--- config.mk ---
export PLATFORM = sky130hd
export DESIGN_NAME = ref_block_loader
export DESIGN_NICKNAME = d
export VERILOG_FILES = /design/src/rtl/subpel_pkg.sv /design/src/rtl/ref_coord_clamp.sv /design/src/rtl/ref_block_loader.sv
export SDC_FILE = /design/constraint.sdc
export NUM_CORES = 2
export LEC_CHECK = 0
export ABC_CLOCK_PERIOD_IN_PS = 5500
export CAP_MARGIN = 20
export CORE_AREA = 4 4 719 721
export CTS_BUF_LIST = sky130_fd_sc_hd__clkbuf_8
export DETAILED_ROUTE_END_ITERATION = 16
export DIE_AREA = 0 0 723 725
export SLEW_MARGIN = 30
export SYNTH_ARGS = -nofsm -noshare
export SYNTH_HDL_FRONTEND = slang
export SYNTH_SLANG_ARGS = --single-unit
--- constraint.sdc ---
create_clock -name clk -period 5.5 [get_ports clk]
set_input_delay 1.1 -clock clk [delete_from_list [all_inputs] [get_ports clk]]
set_output_delay 1.1 -clock clk [all_outputs]
set_load 0.02 [all_outputs]
--- src/rtl/subpel_pkg.sv ---
// Shared definitions for the sub-pixel interpolation path: pixel/window sizes,
// flat window buffer layout and the reference loader state encoding.
package subpel_pkg;

  localparam int unsigned PIX_W    = 8;
  localparam int unsigned BLK      = 15;
  localparam int unsigned IN_BUF_W = BLK * BLK * PIX_W;
  localparam int unsigned OFF_W    = $clog2(IN_BUF_W);
  localparam int unsigned IDX_W    = $clog2(BLK);

  typedef enum logic [1:0] {
    IDLE,
    FETCH,
    DRAIN,
    VALID
  } state_e;

  // Bit offset of pixel (row, col) inside the flat window buffer.
  function automatic logic [OFF_W-1:0] pix_off(input logic [IDX_W-1:0] row,
                                               input logic [IDX_W-1:0] col);
    return OFF_W'((32'(row) * BLK + 32'(col)) * PIX_W);
  endfunction

endpackage

--- src/rtl/ref_coord_clamp.sv ---
// Signed base + unsigned offset, clamped to [0, LIMIT-1] so reads past the
// frame edge replicate the edge pixel.
module ref_coord_clamp #(
  parameter int unsigned COORD_W = 9,
  parameter int unsigned OFS_W   = 4,
  parameter int unsigned LIMIT   = 64,
  parameter int unsigned OUT_W   = 6
) (
  input  logic signed [COORD_W-1:0] base,
  input  logic        [OFS_W-1:0]   ofs,
  output logic        [OUT_W-1:0]   coord_c
);

  localparam logic signed [COORD_W:0] MAX = (COORD_W+1)'(LIMIT - 1);

  logic signed [COORD_W:0] sum;

  // One extra bit of headroom keeps the sum from wrapping.
  always_comb begin
    sum = $signed({base[COORD_W-1], base}) + $signed({1'b0, COORD_W'(ofs)});
    if (sum[COORD_W]) begin
      coord_c = '0;
    end else if (sum > MAX) begin
      coord_c = OUT_W'(LIMIT - 1);
    end else begin
      coord_c = sum[OUT_W-1:0];
    end
  end

endmodule

--- src/rtl/ref_block_loader.sv ---
// Fetches a 15x15 edge-padded reference window from frame memory, one pixel
// per cycle, and presents it packed for the interpolator with valid/ready.
module ref_block_loader
  import subpel_pkg::*;
#(
  parameter int unsigned FRAME_W = 64,
  parameter int unsigned FRAME_H = 64,
  parameter int unsigned COORD_W = 9,
  parameter int unsigned ADDR_W  = 12
) (
  input  logic                      clk,
  input  logic                      rst,
  input  logic                      start,
  input  logic signed [COORD_W-1:0] base_x,
  input  logic signed [COORD_W-1:0] base_y,
  output logic                      mem_rd_en,
  output logic        [ADDR_W-1:0]  mem_addr,
  input  logic        [PIX_W-1:0]   mem_rd_data,
  output logic        [IN_BUF_W-1:0] out_buffer,
  output logic                      out_valid,
  input  logic                      out_ready,
  output logic                      busy
);

  localparam int unsigned XW = $clog2(FRAME_W);
  localparam int unsigned YW = $clog2(FRAME_H);
  localparam logic [IDX_W-1:0] LAST = IDX_W'(BLK - 1);

  state_e state_q, state_d;

  logic signed [COORD_W-1:0] bx_q, by_q, bx_src, by_src;
  logic [IDX_W-1:0] row_q, col_q, row_d, col_d;
  logic [IDX_W-1:0] cap_row_q, cap_col_q;
  logic             cap_vld_q;
  logic             rd_en_d;
  logic [XW-1:0]    x_c;
  logic [YW-1:0]    y_c;
  logic [ADDR_W-1:0] addr_d;

  ref_coord_clamp #(
    .COORD_W(COORD_W), .OFS_W(IDX_W), .LIMIT(FRAME_W), .OUT_W(XW)
  ) u_clamp_x (
    .base(bx_src), .ofs(col_d), .coord_c(x_c)
  );

  ref_coord_clamp #(
    .COORD_W(COORD_W), .OFS_W(IDX_W), .LIMIT(FRAME_H), .OUT_W(YW)
  ) u_clamp_y (
    .base(by_src), .ofs(row_d), .coord_c(y_c)
  );

  assign addr_d = (ADDR_W'(y_c) << XW) + ADDR_W'(x_c);

  always_ff @(posedge clk) begin
    if (rst) begin
      state_q <= IDLE;
    end else begin
      state_q <= state_d;
    end
  end

  // row/col track the read presented on the bus; *_d is the next cycle's read.
  always_comb begin
    state_d = state_q;
    row_d   = row_q;
    col_d   = col_q;
    rd_en_d = 1'b0;
    bx_src  = bx_q;
    by_src  = by_q;
    unique case (state_q)
      IDLE: begin
        if (start) begin
          state_d = FETCH;
          rd_en_d = 1'b1;
          row_d   = '0;
          col_d   = '0;
          bx_src  = base_x;
          by_src  = base_y;
        end
      end
      FETCH: begin
        if (row_q == LAST && col_q == LAST) begin
          state_d = DRAIN;
        end else begin
          rd_en_d = 1'b1;
          if (col_q == LAST) begin
            col_d = '0;
            row_d = row_q + IDX_W'(1);
          end else begin
            col_d = col_q + IDX_W'(1);
          end
        end
      end
      DRAIN: state_d = VALID;
      VALID: begin
        if (out_ready) begin
          state_d = IDLE;
        end
      end
      default: state_d = IDLE;
    endcase
  end

  always_ff @(posedge clk) begin
    if (rst) begin
      bx_q       <= '0;
      by_q       <= '0;
      row_q      <= '0;
      col_q      <= '0;
      mem_rd_en  <= 1'b0;
      mem_addr   <= '0;
      out_valid  <= 1'b0;
      busy       <= 1'b0;
      cap_vld_q  <= 1'b0;
      cap_row_q  <= '0;
      cap_col_q  <= '0;
      out_buffer <= '0;
    end else begin
      bx_q      <= bx_src;
      by_q      <= by_src;
      row_q     <= row_d;
      col_q     <= col_d;
      mem_rd_en <= rd_en_d;
      if (rd_en_d) begin
        mem_addr <= addr_d;
      end
      out_valid <= (state_d == VALID);
      busy      <= (state_d != IDLE);
      // Slot tag travels one cycle behind the read to meet the returning data.
      cap_vld_q <= mem_rd_en;
      cap_row_q <= row_q;
      cap_col_q <= col_q;
      if (cap_vld_q && (state_q == FETCH || state_q == DRAIN)) begin
        out_buffer[pix_off(cap_row_q, cap_col_q) +: PIX_W] <= mem_rd_data;
      end
    end
  end

endmodule

Word level (Yosys, flattened, before mapping)
Cells that the tools add are included.
Widths: inputs -> output; s select.
{"block": "word_totals", "word_cells": 60, "ff_bits": 1852, "in_bits": 30}
{"block": "op_classes", "muxes": 24, "mul": 1, "addsub": 7, "eq_ne": 6, "reduce_logical": 5, "shift": 2, "magnitude_cmp": 2}
{"cell": "$bwmux 1800", "count": 1}
{"cell": "$shift 8x13->1800 const A", "count": 1}
{"cell": "$shiftx 8x13->1800", "count": 1}
{"cell": "$mux 9", "count": 4}
{"cell": "$mux 4", "count": 6}
{"cell": "$mux 6", "count": 4}
{"cell": "$add 9x5->10", "count": 2}
{"cell": "$gt 10x7->1 const B", "count": 2}
{"cell": "$pmux 4 s2", "count": 2}
{"cell": "$neg 11->13", "count": 1}
{"cell": "$add 12x6->12", "count": 1}
{"cell": "$add 4x1->4 const B", "count": 2}
{"cell": "$add 8x4->8", "count": 1}
{"cell": "$eq 4x4->1 const B", "count": 2}
{"cell": "$mul 4x4->8 const B", "count": 1}
{"cell": "$pmux 2 s4", "count": 1}
{"cell": "$eq 2x2->1 const B", "count": 3}
{"cell": "$mux 2", "count": 3}
{"cell": "$eq 2x1->1 const B", "count": 1}
{"cell": "$logic_and 1x1->1", "count": 2}
{"cell": "$logic_not 2->1", "count": 1}
{"cell": "$mux 1", "count": 2}
{"cell": "$pmux 1 s2", "count": 1}
{"cell": "$reduce_bool 2->1", "count": 1}
{"cell": "$logic_or 1x1->1", "count": 1}

Longest topological paths before layout
{"block": "depth", "ltp_word": 9, "depth_mapped": 19, "mapped_depth_nobuf": 16}

Cells and area by module
Synthesis repeated with hierarchy kept, for this count alone.
{"block": "hier_totals", "cells_unflattened": 7808, "area_unflattened_um2": 68557.0}
{"module": "ref_block_loader", "n_inst": 1, "cells_each": 7724, "seq_area_each_um2": 37075.6, "area_per_inst_um2": 67878.9}
{"module": "ref_coord_clamp", "n_inst": 2, "cells_each": 42, "seq_area_each_um2": 0.0, "area_per_inst_um2": 339.1}

Least setup slack after synthesis
OpenSTA, ideal clock, no wires.
{"block": "synth_path", "path_type": "register to register", "from": "register cap_row_q[1]", "to": "register out_buffer[117]", "arrival_time_ns": 4.989, "path_stages_with_launch": 19, "setup_ns": 0.128, "path_buffers": 4, "path_slack_ns": 0.384, "t_required_ns": 5.372, "cell_sequence": "dfxtp_1 -> fa_1 -> fa_1 -> inv_1 -> fa_1 -> inv_1 -> ha_1 -> buf_4 -> a21oi_4 -> nand3_2 -> a221oi_4 -> nand2_2 -> or4_1 -> buf_6 -> buf_4 -> buf_6 -> a211oi_4 -> mux2i_1 -> nor2_1"}
{"block": "synth_between", "elab_chain_cells": 5}
{"item": "from (decl)", "line_no": "ref_block_loader.sv:33", "text": "logic [IDX_W-1:0] cap_row_q, cap_col_q;"}
{"item": "from (signal assigned)", "line_no": "ref_block_loader.sv:131", "text": "cap_row_q <= row_q;"}
{"item": "$mul 4x4->8 (*)", "line_no": "subpel_pkg.sv:21", "text": "return OFF_W'((32'(row) * BLK + 32'(col)) * PIX_W);"}
{"item": "$add 8x4->8 (*)", "line_no": "subpel_pkg.sv:21"}
{"item": "$neg 11->13 (*)", "line_no": "ref_block_loader.sv:134", "text": "out_buffer[pix_off(cap_row_q, cap_col_q) +: PIX_W] <= mem_rd_data;"}
{"item": "$shiftx 8x13->1800 / $shift 8x13->1800 (equally long branches)", "line_no": "ref_block_loader.sv:134"}
{"item": "$bwmux 1800 (*)", "line_no": "ref_block_loader.sv:134"}
{"item": "to (signal, indexed assignment)", "line_no": "ref_block_loader.sv:134"}
{"item": "to (decl)", "line_no": "ref_block_loader.sv:19", "text": "output logic [IN_BUF_W-1:0] out_buffer,"}
Mark *: on every way between the ends. The rest lies on a longest branch, timed or not.
A chain may end at the register's enable or synchronous reset.

Worst setup path after layout
{"block": "layout_path", "from": "register cap_row_q[1]", "to": "register out_buffer[1195]"}
The elaborated chain is that of the path after synthesis.

==> flow_summary.yaml <==
power:
  power_density_mw_per_mm2: 264.0
  irDropWorstVdd_v: 0.0001825
  p_leak_uw: 0.03670
die:
  dieWidth_um: 723
  initial_core_util_pct: 13.85
  num_rows: 263
  core_mm2: 0.5114
  dieArea_mm2: 0.5242
  die_y_um: 725
  ioPinCount: 1845
timing:
  fin_tns_setup_ns: 0
  period_minus_slack_ns: 5.399
  fin_skew_ns: 0.1074
  holdWs_ns: 0.4159
  setup_viol: 0
  period_share_pct: 98.17
  relSlewSlack_pct: 23.81
  finalHoldViolCount: 0
  worst_pin_slew_ns: 1.143
  finalMaxSlewViolations: 0
  fmax_ghz: 0.1852
cts:
  clockBufferDepth: 4
  clk_pin_slew_worst_paths_ns: 0.07
  cts_root_buf: "clkbuf_8"
  htreeDepth: 5
  cts_sinks: 1852
  cts_tree: "done"
  cts_buffers: 340
  clkLatencyLatePin_ns: 1.12
finish:
  fin_area_mm2: 0.1100
  drive_above_1_share_pct: 14.05
  mostFrequentLayoutCells: "1850 x dfxtp_1, 1830 x clkdlybuf4s50_1, 1047 x nand2_1, 653 x mux2i_1, 608 x o21ai_0"
  fin_nets: 9979
  area_growth_pct: 55.37
  layout_commonest_cell: "dfxtp_1"
  fill_cells: 56000
setup_path:
  worstSetupPathType: "reg2reg"
  start_kind: "flip-flop"
  r2r_start: "cap_row_q[1]"
  startpoint: "cap_row_q[1]"
  cp.required_ns: 6.42
  crit_path_max_fanout: 14
  path_cells: "fa_2 > fa_1 > inv_1 > fa_1 > inv_1 > ha_4 > buf_6 > a21o_1 > o21ai_4 > a221oi_4 > buf_4 > nand3_1 > a21oi_4 > buf_4 > o2111ai_4 > buf_12 > nand3b_1 > o21ai_0"
  critPathMaxStageDelay_ns: 0.52
  critPathArrivalTime_ns: 6.32
  crit_path_end_kind: "flip-flop"
  critPathSlowestCell: "fa_1"
global_route:
  grt_first_pass_wirelength_mm: 664.3
  grt_max_degree: 224
  grt-ovfl-total: 0
  antenna_found_initial: 69
  grt_usage_pct: 19.00
  grt_pass1_vias: 65758
synthesis:
  synth_edf_count: 0
  synth_cell_type_count: 82
  synth_top_area_cell: "dfxtp_1"
  syn_inst: 7714
  syn-num-nets: 7787
  ys.flop_type: "dfxtp_1"
  synthTopCellsByArea: "dfxtp_1 52%, mux2i_1 9.2%, nand2_1 5.7%"
  syn_avg_cell_area_um2: 9.178
  async_flop_share_pct: 0
  ys_seq_elements: 1852
  synth_top_area_share_pct: 52.37
  syn-cell-area_mm2: 0.07080
  ys_seq_area_share_pct: 52.37
  ys_warn_count: 0
flow_run:
  max_cap_violations: 0
routing:
  drt_iter0_drc: 6334
  ant_nets: 0
  viasPerCell: 4.085
  wirelength_mm: 524.1
  drc_errors: 0
  vias: 69209
  wl_per_cell_um: 30.93
  drt_first_pass_iters: 7
place:
  dpl_cell_area_mm2: 0.1023
  dp_hpwl_mm: 406.8
  port_buffers: 1844
  gp_congestion: 0.8375
hold_path:
  hold_class: "in2reg"
  hp-start: "rst"
status:
  outcome: "finished, final reports clean"
timing repair:
item,CTS,global route
pin swaps,7,11
gates resized for setup,23,19
hold endpoints to repair,0,0
gates cloned,0,2
endpoints found under the setup margin,626,266
hold buffers,0,0
buffers inserted,14,11
cells in the mapped netlist (5+ instances only):
master and n:
dfxtp_1 1852, nand2_1 1066, mux2i_1 653, o21ai_0 610, nor2_1 581, clkbuf_1 540, a21oi_1 531, nand3b_1 447
nand3_1 408, nand2b_1 335, a22o_1 49, nor2b_1 48, nor3_1 46, and2_1 39, buf_1 38, ha_1 34
o211ai_1 34, a32o_1 33, buf_2 26, nand4_1 23, inv_1 21, nor3_2 21, a211oi_1 20, or3_1 15
a211oi_4 14, and3_1 14, o2111ai_1 14, o21ai_1 13, a2111oi_4 12, a21o_1 12, a21oi_2 9, a31oi_1 9
fa_1 9, mux2_2 9, nor4_1 8, xnor2_1 8, xor2_1 7, a221o_1 6, buf_4 6, o21bai_1 6
a21boi_1 5, and2_0 5, or4_1 5
metal layers:
metal	GRT usage, %	vias up	share of wire [%]
li1	-	30904	-
met1	21.79	34341	39
met2	33.24	3229	49
met3	5.330	725	7.9
met4	7.277	10	4.4
met5	0	-	0.013
final cells by class:
cell class / count / area (µm²) / share of cell area [%]
Antenna cell: 31 / 77.57 / 0.07052
Clock buffer: 414 / 5698 / 5.180
Clock inverter: 176 / 1426 / 1.297
Inverter: 21 / 78.83 / 0.07166
Multi-Input combinational cell: 5225 / 32380 / 29.44
Sequential cell: 1852 / 37080 / 33.71
Tap cell: 6757 / 8454 / 7.685
Timing Repair Buffer: 2466 / 24810 / 22.55
through the flow:
| stage | utilization, % | total power, µW | setup WS (ns) | cells |
|---|---|---|---|---|
| 5_1_grt | 21.50 | 30030 | -0.02829 | 16912 |
| 3_5_place_dp | 20.01 | 15080 | -0.3806 | 16293 |
| 4_1_cts | 21.45 | 29510 | 0.05316 | 16897 |
| 3_3_place_gp | 19.99 | 15070 | -0.5993 | 16288 |
| 2_1_floorplan | - | 14320 | 0.3838 | 7714 |
| 6_report | 21.51 | 29040 | 0.1007 | 16942 |
where the power goes:
part,total (µW),internal (µW),switching [µW]
clock network,14300,7490,6780
logic,1310,339,968
registers,13500,13400,17.3
critical path: cells and delay by family (launching register included):
family                   cells  cell delay [ns]
adder cells (fa/ha/maj)      4             1.82
AO/OA/AOI/OAI                6             1.46
buffers and inverters        6             1.21
flip-flops                   1             0.37
AND/OR/NAND/NOR              2             0.29
state kept, by name (all words and copies together), names as in the netlist:
signal and count:
cap_col_q 4, mem_rd_en 1, cap_row_q 4, cap_vld_q 1, col_q 4, row_q 4
state_q 2, out_valid 1, busy 1, out_buffer 1800, bx_q 9, by_q 9
mem_addr 12
logic make-up (layout without fill, tap and decap cells):
family / Yosys count / count (layout) / share of synthesized area, %
buffers and inverters: 637 / 3077 / 3.492
DFF: 1852 / 1852 / 52.37
muxes: 662 / 662 / 9.375
other: 0 / 31 / 0
AOI/OAI and AO/OA: 1411 / 1411 / 11.86
adders and majority gates: 43 / 43 / 0.8553
xor gates and xnor gates: 18 / 18 / 0.2722
and+or+nand+nor: 3091 / 3091 / 21.78
final timing paths:
check                     endpoint  slack (ns)  cells after the start
setup reg to reg  out_buffer[1195]        0.10                     18
hold / removal     out_buffer[954]        0.42                      2
hold reg to reg    out_buffer[713]        0.45                      2
setup / recovery  out_buffer[1195]        0.10                     18
(Power assumes the default switching activity.)
